--- config.mk ---
export PLATFORM = sky130hd
export DESIGN_NAME = add_arbiter
export DESIGN_NICKNAME = d
export VERILOG_FILES = /design/src/rtl/add_arbiter.sv
export SDC_FILE = /design/constraint.sdc
export NUM_CORES = 1
export LEC_CHECK = 0
export ABC_AREA = 1
export BUFFER_PORTS_ARGS = -buffer_cell sky130_fd_sc_hd__buf_2
export CORE_MARGIN = 2
export CORE_UTILIZATION = 45
export DETAILED_ROUTE_END_ITERATION = 8
export GPL_TIMING_DRIVEN = 0
export PLACE_DENSITY_LB_ADDON = 0.12
export SLEW_MARGIN = 15
export SYNTH_ARGS = -nofsm -noshare
export SYNTH_HDL_FRONTEND = slang
export SYNTH_SLANG_ARGS = --single-unit
export TNS_END_PERCENT = 50
--- constraint.sdc ---
create_clock -name clk -period 3.5 [get_ports clk]
set_input_delay 0.7 -clock clk [delete_from_list [all_inputs] [get_ports clk]]
set_output_delay 0.7 -clock clk [all_outputs]
set_load 0.005 [all_outputs]
--- src/rtl/add_arbiter.sv ---
// Two-requester add/subtract arbiter: one shared 32-bit adder feeding a
// single-entry result register, with round-robin or fixed-priority grant.

module add32 (
  input  logic [31:0] a,
  input  logic [31:0] b,
  input  logic        cin,
  output logic [31:0] sum,
  output logic [3:0]  nzcv
);
  logic [31:0] b_eff;
  logic [32:0] full;

  // cin doubles as the subtract select: a - b == a + ~b + 1
  always_comb begin
    b_eff = cin ? ~b : b;
    full  = {1'b0, a} + {1'b0, b_eff} + {32'd0, cin};
    sum   = full[31:0];
    nzcv  = {full[31], (full[31:0] == '0), full[32],
             (a[31] == b_eff[31]) && (full[31] != a[31])};
  end
endmodule

module add_arbiter #(
  parameter int RR = 1
) (
  input  logic        clk,
  input  logic        rst_n,
  input  logic        req0_valid,
  output logic        req0_ready,
  input  logic [31:0] req0_a,
  input  logic [31:0] req0_b,
  input  logic        req0_sub,
  input  logic        req1_valid,
  output logic        req1_ready,
  input  logic [31:0] req1_a,
  input  logic [31:0] req1_b,
  input  logic        req1_sub,
  output logic        res_valid,
  input  logic        res_ready,
  output logic        res_id,
  output logic [31:0] res_out,
  output logic [3:0]  res_nzcv,
  output logic [15:0] op_count
);
  localparam bit RR_EN = (RR != 0);

  typedef enum logic {EMPTY, FULL} state_t;

  state_t      state;
  logic        rr_ptr;
  logic        run;
  logic        slot_free;
  logic        grant0;
  logic        grant1;
  logic        accept;
  logic        consume;
  logic [31:0] op_a;
  logic [31:0] op_b;
  logic        op_sub;
  logic [31:0] sum;
  logic [3:0]  nzcv;

  // run holds the readies low until the first edge after reset release
  always_comb begin
    slot_free = (state == EMPTY) || res_ready;
    grant0    = run && slot_free && req0_valid &&
                (!req1_valid || !RR_EN || !rr_ptr);
    grant1    = run && slot_free && req1_valid &&
                (!req0_valid || (RR_EN && rr_ptr));
    accept    = grant0 || grant1;
    consume   = (state == FULL) && res_ready;
    op_a      = grant1 ? req1_a   : req0_a;
    op_b      = grant1 ? req1_b   : req0_b;
    op_sub    = grant1 ? req1_sub : req0_sub;
  end

  assign req0_ready = grant0;
  assign req1_ready = grant1;
  assign res_valid  = (state == FULL);

  add32 u_add32 (
    .a    (op_a),
    .b    (op_b),
    .cin  (op_sub),
    .sum  (sum),
    .nzcv (nzcv)
  );

  always_ff @(posedge clk or negedge rst_n) begin
    if (!rst_n) begin
      state    <= EMPTY;
      rr_ptr   <= 1'b0;
      run      <= 1'b0;
      res_id   <= 1'b0;
      res_out  <= '0;
      res_nzcv <= '0;
      op_count <= '0;
    end else begin
      run <= 1'b1;
      if (consume) op_count <= op_count + 16'd1;
      if (accept) begin
        res_out  <= sum;
        res_nzcv <= nzcv;
        res_id   <= grant1;
        rr_ptr   <= grant0;
      end
      case (state)
        EMPTY: if (accept) state <= FULL;
        FULL:  if (consume && !accept) state <= EMPTY;
        default: state <= EMPTY;
      endcase
    end
  end
endmodule

==> out/results.ini <==
[placement]
dp.cells=1108
hpwl_um=12640
io_buffers=190
placed_area_sq_um=6471
gp_congestion=0.9231

[clock_network]
cts_tree=built
clk_root_buffer_cell=clkbuf_16
clk_pin_slew_worst_paths_ns=0.07
clk_latency_ns=0.29
clkSinkCount=55
htree_levels=2
clockBufferDepth=2
ctsHoldBuffers=0
numCtsBuffers=5

[worst_setup_path]
cp-end-kind=flip-flop
critPathSlowestCell=ha_4
cp_slowest_stage_delay_ns=0.32
cp.required_ns=3.73
critPathMaxFanout=8
cpMostUsedCell=nand2_1
start_kind=primary input
cp_data_arrival_time_ns=3.72
path_class=primary input to flip-flop

[yosys]
ys_async_sr_fraction=1.000
yosys-top-cells-count=245 x nand2_1, 65 x inv_1, 65 x nor2_1
yosys.area.top_type=dfrtp_1
yosysMostFrequentCell=nand2_1
synth_edf_count=0
ys_seq_elements=55
synth_area_per_cell_sq_um=6.870
synthFlopType=dfrtp_1
syn_nets=942
synth_top_area_frac=0.2588
synth_area_sq_um=5318
syn_inst=774
yosysWarnings=0
ys_top_cells_by_area=dfrtp_1 26%, nand2_1 17%, xor2_1 7.7%
synth-seq-area-share=0.2588
post_synth_num_cell_types=38

[route]
wl_um=15800
ant_nets=0
drc=0
post_drt_wl_per_cell_um=13.84
drtIter0Drc=297
vias_per_cell=5.057
dr.pass1.iters=5
num_vias=5775

[power_and_ir_drop]
switchingPower_mw=1.822
seq_power_share=0.244
pwr-share-clk=0.115
irDropWorstVdd_v=0.0004766
powerDensity_nw_per_um2=542.7
internal_power_mw=2.266
pwr-share-comb=0.641
p_sw_frac=0.4456
p_leak_nw=4.061

[cells_and_area]
multi_input_area_sq_um=4179
final_util=0.6568
drive_above_1_share=0.3654
fin_area_sq_um=7532
nNetsFinal=1166
antenna_cells=0
seqCellArea_sq_um=1376
area_growth_pct=41.65
fillers=1028
fin_cells=1142

[status]
outcome=finished, final reports clean

[global_route]
met2_usage=0.4100
grt_use_total=0.2341
gr-usage-met1=0.3159
antenna_found_initial=0
gr-total-overflow=0
grt_pass1_vias=5342
grt_max_degree=32
met3_usage=0.01821
grt_busiest_layer=met2
grt_pass1_wl_um=24450

[sta]
max_freq_ghz=0.2866
worst_slew_pin_slew_ns=0.5874
fin_tns_setup_ns=0
finalMaxSlewViolations=0
min_period_over_period=0.9968
setup_violations=0
rsz0062_at_grt=true
period_minus_slack_ns=3.489
fin_skew_ns=0.005838
slew_headroom=0.6084
hold_violations=0

[floorplan]
rows=39
io-pin-count=191
die_area_sq_um=12700
coreArea_sq_um=11470
die_y_um=112.7
fp.dieW_um=112.7
start_util=0.4637

[job]
cap_violations=0

[min_path]
worstHoldPathType=primary input to async pin

[power groups by stage]
stage,Clock (mW),Sequential (mW),Combinational (mW)
2_1_floorplan,0,1.02,1.33
3_5_place_dp,0,1.01,2.06
6_report,0.471,0.997,2.62
4_1_cts,0.481,0.997,2.21
5_1_grt,0.504,1.03,2.88
3_3_place_gp,0,0.992,2.05
[metal layers]
metal / vias up / routed length [um]
met5: - / 0
li1: 2975 / -
met3: 22 / 826
met4: 0 / 401
met2: 200 / 7449
met1: 2578 / 7125
[registers in the layout (all words and copies together), names as in the netlist]
register and flops:
res_id 1, res_valid 1, res_out 32, op_count 16
res_nzcv 3, run 1, rr_ptr 1
[what timing repair did]
action,in CTS,in global routing
setup endpoints to repair,26,8
cloned,1,2
resized for setup,53,128
pin swaps,8,44
setup buffers,13,11
[through the flow]
step,setup WS [ns],hold WS (ns),power (mW)
after CTS,0.005637,0.4269,3.690
after global routing,-0.1443,0.4595,4.413
after global placement,-1.014,0.4540,3.042
after detailed placement,-0.9833,0.4606,3.072
final,0.01126,0.4063,4.087
after floorplan,0.002298,0.4044,2.351
[path summary, 6_finish.rpt]
kind	startpoint	to	slack (ns)	depth (start not counted)
worst max-delay path	res_ready	res_nzcv[2]	0.01	25
worst max register to register	rr_ptr	res_nzcv[2]	0.07	24
max in group asynchronous	rst_n	res_out[16]	2.53	2
worst min register to register	op_count[15]	op_count[15]	0.46	1
worst min-delay path	rst_n	op_count[0]	0.41	1
min in group clk	op_count[15]	op_count[15]	0.46	1
[kinds of logic after synthesis]
| logic type | synth area share |
|---|---|
| and+or+nand+nor | 0.3155 |
| AOI/OAI and AO/OA | 0.1231 |
| buffers and inverters | 0.06400 |
| xor gates and xnor gates | 0.1005 |
| DFF | 0.2588 |
| adders and majority gates | 0.07906 |
| muxes | 0.05835 |
| other | 0.0007052 |
[critical path: cells and delay by family]
family	cells	cell delay [ns]
XOR/XNOR	1	0.19
AND/OR/NAND/NOR	17	1.66
AO/OA/AOI/OAI	1	0.06
buffers and inverters	5	0.78
adder cells (fa/ha/maj)	1	0.32
[area by class of cell]
| type | count | area share |
|---|---|---|
| clock buffers | 7 | 0.01761 |
| multi-input cells | 631 | 0.5548 |
| clock inverters | 1 | 0.0006645 |
| repair buffers | 217 | 0.1596 |
| inverters | 67 | 0.03422 |
| well taps | 143 | 0.02375 |
| plain buffers | 21 | 0.02658 |
| flip-flops and latches | 55 | 0.1827 |
[cell usage in the layout, fill, tap and decap left out, types with 5 or more instances in the layout]
master	instances
nand2_1	222
buf_2	190
inv_1	61
dfrtp_1	55
nor2_1	54
xor2_1	41
o21ai_0	35
nand3_1	32
nand2_2	30
mux2i_1	24
buf_4	24
a21oi_1	24
ha_1	13
ha_4	13
nand4_1	12
a31oi_1	11
nand3b_1	10
nand2_4	9
clkbuf_1	9
xnor2_1	9
nor2_2	9
a21oi_2	8
a21o_1	8
buf_6	7
a21oi_4	6
mux2i_2	6
xor2_2	6
o21ai_2	6
ha_2	6
clkbuf_16	6
nand3_2	5
Power figures use the tool's default switching activity.
